<file path="config.mk">
export PLATFORM = sky130hd
export DESIGN_NAME = m_axil_master
export DESIGN_NICKNAME = d
export VERILOG_FILES = /design/src/rtl/m_axil_master.sv
export SDC_FILE = /design/constraint.sdc
export NUM_CORES = 1
export LEC_CHECK = 0
export CORE_MARGIN = 10
export CORE_UTILIZATION = 40
export CTS_CLUSTER_DIAMETER = 30
export CTS_CLUSTER_SIZE = 14
export DETAILED_ROUTE_END_ITERATION = 8
export PLACE_DENSITY = 0.81
export SLEW_MARGIN = 20
export SYNTH_ARGS = -nofsm -noshare
export SYNTH_HDL_FRONTEND = slang
export SYNTH_SLANG_ARGS = --single-unit
</file>
<file path="constraint.sdc">
create_clock -name ACLK -period 1.95 [get_ports ACLK]
set_clock_uncertainty 0.1 [all_clocks]
set_input_delay 0.2925 -clock ACLK [delete_from_list [all_inputs] [get_ports ACLK]]
set_output_delay 0.2925 -clock ACLK [all_outputs]
set_load 0.02 [all_outputs]
</file>
<file path="src/rtl/m_axil_master.sv">
// Single-outstanding AXI4-Lite master: turns one command on the cmd port into one
// AXI-Lite read or write and hands the slave's answer back on the rsp port.
`timescale 1ns/1ps
module m_axil_master #(
  parameter int M_AXI_ADDR_WIDTH = 6,
  parameter int M_AXI_DATA_WIDTH = 32
) (
  input  logic                          ACLK,
  input  logic                          ARESETN,
  input  logic                          cmd_valid,
  output logic                          cmd_ready,
  input  logic                          cmd_write,
  input  logic [M_AXI_ADDR_WIDTH-1:0]   cmd_addr,
  input  logic [M_AXI_DATA_WIDTH-1:0]   cmd_wdata,
  input  logic [M_AXI_DATA_WIDTH/8-1:0] cmd_wstrb,
  output logic                          rsp_valid,
  input  logic                          rsp_ready,
  output logic [M_AXI_DATA_WIDTH-1:0]   rsp_rdata,
  output logic [1:0]                    rsp_resp,
  output logic [M_AXI_ADDR_WIDTH-1:0]   AWADDR,
  output logic                          AWVALID,
  input  logic                          AWREADY,
  output logic [M_AXI_DATA_WIDTH-1:0]   WDATA,
  output logic [M_AXI_DATA_WIDTH/8-1:0] WSTRB,
  output logic                          WVALID,
  input  logic                          WREADY,
  input  logic [1:0]                    BRESP,
  input  logic                          BVALID,
  output logic                          BREADY,
  output logic [M_AXI_ADDR_WIDTH-1:0]   ARADDR,
  output logic                          ARVALID,
  input  logic                          ARREADY,
  input  logic [M_AXI_DATA_WIDTH-1:0]   RDATA,
  input  logic [1:0]                    RRESP,
  input  logic                          RVALID,
  output logic                          RREADY
);

  localparam int STRB_WIDTH = M_AXI_DATA_WIDTH / 8;

  typedef enum logic [2:0] {
    IDLE,
    WR_REQ,
    WR_RESP,
    RD_REQ,
    RD_DATA,
    RSP
  } state_t;

  state_t                        state_reg, state_next;
  logic                          awvalid_reg, awvalid_next;
  logic                          wvalid_reg, wvalid_next;
  logic                          arvalid_reg, arvalid_next;
  logic [M_AXI_ADDR_WIDTH-1:0]   awaddr_reg, awaddr_next;
  logic [M_AXI_ADDR_WIDTH-1:0]   araddr_reg, araddr_next;
  logic [M_AXI_DATA_WIDTH-1:0]   wdata_reg, wdata_next;
  logic [STRB_WIDTH-1:0]         wstrb_reg, wstrb_next;
  logic [M_AXI_DATA_WIDTH-1:0]   rdata_reg, rdata_next;
  logic [1:0]                    resp_reg, resp_next;

  always_ff @(posedge ACLK) begin
    if (!ARESETN) begin
      state_reg   <= IDLE;
      awvalid_reg <= 1'b0;
      wvalid_reg  <= 1'b0;
      arvalid_reg <= 1'b0;
      awaddr_reg  <= '0;
      araddr_reg  <= '0;
      wdata_reg   <= '0;
      wstrb_reg   <= '0;
      rdata_reg   <= '0;
      resp_reg    <= 2'b00;
    end else begin
      state_reg   <= state_next;
      awvalid_reg <= awvalid_next;
      wvalid_reg  <= wvalid_next;
      arvalid_reg <= arvalid_next;
      awaddr_reg  <= awaddr_next;
      araddr_reg  <= araddr_next;
      wdata_reg   <= wdata_next;
      wstrb_reg   <= wstrb_next;
      rdata_reg   <= rdata_next;
      resp_reg    <= resp_next;
    end
  end

  always_comb begin
    state_next   = state_reg;
    awvalid_next = awvalid_reg;
    wvalid_next  = wvalid_reg;
    arvalid_next = arvalid_reg;
    awaddr_next  = awaddr_reg;
    araddr_next  = araddr_reg;
    wdata_next   = wdata_reg;
    wstrb_next   = wstrb_reg;
    rdata_next   = rdata_reg;
    resp_next    = resp_reg;

    case (state_reg)
      IDLE: begin
        if (cmd_valid) begin
          if (cmd_write) begin
            awaddr_next  = cmd_addr;
            wdata_next   = cmd_wdata;
            wstrb_next   = cmd_wstrb;
            awvalid_next = 1'b1;
            wvalid_next  = 1'b1;
            state_next   = WR_REQ;
          end else begin
            araddr_next  = cmd_addr;
            arvalid_next = 1'b1;
            state_next   = RD_REQ;
          end
        end
      end

      // AW and W complete independently; move on once neither is still pending.
      WR_REQ: begin
        if (awvalid_reg && AWREADY) awvalid_next = 1'b0;
        if (wvalid_reg && WREADY)   wvalid_next  = 1'b0;
        if (!awvalid_next && !wvalid_next) state_next = WR_RESP;
      end

      WR_RESP: begin
        if (BVALID) begin
          resp_next  = BRESP;
          rdata_next = '0;
          state_next = RSP;
        end
      end

      RD_REQ: begin
        if (ARREADY) begin
          arvalid_next = 1'b0;
          state_next   = RD_DATA;
        end
      end

      RD_DATA: begin
        if (RVALID) begin
          rdata_next = RDATA;
          resp_next  = RRESP;
          state_next = RSP;
        end
      end

      RSP: begin
        if (rsp_ready) state_next = IDLE;
      end

      default: state_next = IDLE;
    endcase
  end

  assign cmd_ready = (state_reg == IDLE);
  assign rsp_valid = (state_reg == RSP);
  assign BREADY    = (state_reg == WR_RESP);
  assign RREADY    = (state_reg == RD_DATA);
  assign AWVALID   = awvalid_reg;
  assign WVALID    = wvalid_reg;
  assign ARVALID   = arvalid_reg;
  assign AWADDR    = awaddr_reg;
  assign WDATA     = wdata_reg;
  assign WSTRB     = wstrb_reg;
  assign ARADDR    = araddr_reg;
  assign rsp_rdata = rdata_reg;
  assign rsp_resp  = resp_reg;

endmodule
</file>
Word-level counts from Yosys, hierarchy flattened
Index checks and enable logic that the tools add are counted.
{ "totals": {"register_bits": 88, "in_bits": 88, "out_inout_bits": 89} }
{ "op_classes": {"bitwise": 1, "muxes": 26, "reduce_logical": 15, "eq_ne": 13} }
{ "op_table": {"columns": ["op", "count"], "rows": [
  ["$mux 32", 2],
  ["$pmux 32 s2", 1],
  ["$mux 3", 6],
  ["$pmux 3 s6", 1],
  ["$ne 2x2->1 const B", 6],
  ["$reduce_and 3->1", 4],
  ["$mux 1", 9],
  ["$eq 3x2->1 const B", 2],
  ["$eq 3x3->1 const B", 2],
  ["$mux 2", 3],
  ["$pmux 1 s2", 3],
  ["$reduce_and 6->1", 1],
  ["$reduce_bool 2->1", 3],
  ["$ne 2x1->1 const B", 2],
  ["$pmux 2 s2", 1],
  ["$reduce_and 4->1", 1],
  ["$eq 3x1->1 const B", 1],
  ["$logic_and 1x1->1", 3],
  ["$logic_not 3->1", 1],
  ["$logic_not 1->1", 2],
  ["$not 1->1", 1]
]} }

Logic depth before layout (Yosys ltp)
{ "depth": {"word_depth": 7, "depth_mapped": 7, "mapped_depth_nobuf": 4} }

Worst setup path after synthesis
Ideal clock, no wire load.
{ "synth_path": {"kind": "reg-to-reg", "from": "register state_reg[1]", "to": "register awaddr_reg[0], in the netlist AWADDR[0]", "path_slack_ns": -0.022, "stages_incl_launch_ff": 7, "arrival_ns": 1.749, "path_buffers": 2, "cell_sequence": "dfxtp_1 buf_2 nor3_1 nand3_1 clkbuf_1 nand2_1 a21boi_0"} }
{ "synth_between": {"elab_chain_cells": 2} }
{ "synth_lines": {"columns": ["item", "line", "text"], "rows": [
  ["start: declaration", "50", "state_t state_reg, state_next;"],
  ["start signal: assignment", "74", "state_reg <= state_next;"],
  ["$logic_not 3->1", null, null],
  ["net cmd_ready", "11", "output logic cmd_ready,"],
  ["$reduce_and 3->1 (no line)", null, null],
  ["end signal: assignment", "78", "awaddr_reg <= awaddr_next;"],
  ["end: declaration", "54", "logic [M_AXI_ADDR_WIDTH-1:0] awaddr_reg, awaddr_next;"]
]} }
The timed path passes the listed nets, and every way through them passes these cells.
A chain may end at the register's enable or synchronous reset.

Worst setup path after layout
{ "layout_path": {"from": "register state_reg[0]", "to": "output port cmd_ready"} }
{ "layout_between": {"elab_chain_cells": 1} }
{ "layout_lines": {"columns": ["item", "line", "text"], "rows": [
  ["$logic_not 3->1", "155", "assign cmd_ready = (state_reg == IDLE);"],
  ["end: declaration", "11", null]
]} }
No other way between the ends.

==> results.yml <==
outcome:
  status: "completed"
synth:
  synth.top_cells.by_area: "dfxtp_1 52%, nand2_1 10%, a21boi_0 9.7%"
  synthCells: 371
  synth_top_area_share_pct: 51.5
  synth_top_cell_by_area: "dfxtp_1"
  synth_mux_area_share_pct: 3.00
  synth_xor_area_share_pct: 0
  async_flop_share_pct: 0
  synth_compound_area_share_pct: 19.3
  ys_ff_latch: 88
  synth_edf_count: 0
  synth-simple-area-share_pct: 21.2
  synthesis.nets: 459
  synth.most_common_cell: "nand2_1"
  ys_seq_area_share_pct: 51.5
  ys_types: 29
  synth_flop_cell: "dfxtp_1"
  ys_top_cells_by_count: "92 x nand2_1, 88 x dfxtp_1, 44 x a21boi_0"
  syn_area_per_cell_sq_um: 9.22
  synth_warnings: 0
  synthAdderAreaFrac_pct: 0
  synth_top_family_by_area: "simple AND/OR/NAND/NOR gates"
  synth_area_sq_um: 3420
sta:
  report.final.slew_viol_count: 0
  finalSetupViolCount: 0
  fmax_mhz: 545
  post-route-period-util_pct: 94.2
  fin_setup_tns_ns: 0
  rsz0062_at_grt: "no"
  worst_slew_pin_slew_ns: 0.458
  maxSlewHeadroom_pct: 69.5
  hold_viol_final: 0
  fin_ws_ns: 0.114
  layout_min_cycle_time_ns: 1.84
drt:
  topRoutingLayerUsed: "met4"
  final_antenna_net_count: 0
  wl_met3_mm: 1.03
  drc: 0
  drt_iter0_markers: 136
  drt_wl_total_mm: 11.0
  viasPerCell: 4.89
  num_vias: 3181
  dr.pass1.iters: 4
  wl_per_cell_microns: 16.8
  drt-met1-wl_mm: 4.51
  wl_met2_mm: 5.24
setup_path:
  ff2ff_path_depth: 6
  slowest_stage: "dfxtp_1"
  startpoint_type: "register"
  critPathArrivalTime_ns: 1.44
  cp_cell_sequence: "nor3_2, dlygate4sd2_1"
  cp_slowest_stage_delay_ns: 0.42
  crit_fanout: 10
  crit_path_end_kind: "output pin"
  critPathRequiredTime_ns: 1.56
  crit_start: "state_reg[0]"
  crit_type: "register to output pin"
  r2r-start: "state_reg[1]"
cts:
  htreeDepth: 3
  clock-sinks: 88
  clock_path_buffers: 2
  cts_root_buf: "clkbuf_8"
  clk_latency_ns: 0.35
  clk_pin_slew_ns: 0.08
  hold_buffers: 0
  cts_tree: "done"
  post-cts-setup-buffer-count: 0
  cts_made_buffers: 9
power:
  vdd_drop_max_uv: 500
  powerDensity_nw_per_um2: 1090
  p_leak_nw: 1.96
  p_total_mw: 6.05
grt:
  grt_pass1_vias: 3205
  grtUsageTotal_pct: 16.8
  grt_max_degree: 92
  antenna_found_initial: 0
  grt_overflow: 0
  grt_pass1_wl_mm: 17.5
hold_path:
  whs_path_depth: 3
  min_from: "ARESETN"
  hp-class: "primary input to register"
placed_design:
  dp_slack_ns: -0.0936
  gp_congestion: 0.783
  io_buffers: 176
  hpwl_mm: 8.15
  place_area_sq_um: 5300
final_layout:
  area_growth_pct: 61.9
  antennaDiodeCount: 0
  finalInstanceArea_sq_um: 5540
  final_nets: 628
  layout-drive-gt1-share_pct: 6.79
  final_util_pct: 67.0
floorplan:
  dieArea_sq_um: 12600
  die_w_microns: 112
  num_io_pins: 177
  fp.dieH_microns: 112
  coreArea_sq_um: 8260
  start_util_pct: 41.4
  num_rows: 33
job:
  maxCapViolCount: 0
==> per-layer routing <==
layer  track usage, %  up-vias
met5                0        -
li1                 -     1578
met1             19.0     1474
met4             4.99        0
met2             27.4      114
met3             8.15       15
==> worst max-delay path: cells and delay by family (launching register included) <==
kind	cells	cell delay (ns)
buffers and inverters	1	0.39
and+or+nand+nor	1	0.28
DFF	1	0.42
==> logic make-up (layout without fill, tap and decap cells) <==
logic type	Yosys count	count (layout)
buffers and inverters	33	207
multiplexers	10	10
AO/OA/AOI/OAI	87	87
AND/OR/NAND/NOR	153	153
flip-flops	88	88
==> cell type report <==
type                            instances  area [sq um]
Tap cell                              105           131
Multi-Input combinational cell        250          1510
Inverter                                4          15.0
Timing Repair Buffer                  187          1880
Sequential cell                        88          1760
Clock buffer                           10           128
Fill cell                             661          2720
Clock inverter                          6           115
==> repair_timing <==
| item | 4_1_cts | 5_1_grt |
|---|---|---|
| gates cloned | 0 | 0 |
| resized for setup | 6 | 4 |
| endpoints found under the setup margin | 4 | 2 |
==> cell usage in the layout, fill, tap and decap left out, types with 2 or more instances in the layout <==
cell / synthesis / layout
clkdlybuf4s50_1: 0 / 171
nand2_1: 92 / 92
dfxtp_1: 88 / 86
a21boi_0: 44 / 44
nor2b_1: 42 / 42
a22oi_1: 32 / 32
clkbuf_8: 0 / 9
mux2i_1: 8 / 8
buf_4: 4 / 7
nand2b_1: 5 / 5
nor2_1: 4 / 4
inv_1: 4 / 4
buf_12: 0 / 4
o21ai_0: 3 / 3
bufinv_16: 0 / 3
nor3b_1: 2 / 2
mux2_2: 2 / 2
o211a_1: 2 / 2
nand3_1: 3 / 2
inv_6: 0 / 2
dlygate4sd2_1: 0 / 2
clkbuf_2: 0 / 2
dfxtp_2: 0 / 2
==> worst paths after layout <==
kind,endpoint,slack [ns]
max,cmd_ready,0.11
min,rsp_resp[1],0.35
max reg2reg,rsp_rdata[28],0.20
min reg2reg,WSTRB[2],0.36
==> power breakdown <==
part           internal [mW]  total, mW  switching (mW)
combinational           1.08       2.27            1.19
clock                  0.861       1.52           0.661
sequential              2.06       2.25           0.191
==> stage by stage <==
step                std cells  hold slack [ns]
floorplan                 371            0.337
global placement          634            0.348
detailed placement        634            0.355
CTS                       650            0.340
global route              650            0.351
finish                    650            0.354
Note: power is estimated with default switching activity, not from simulation.
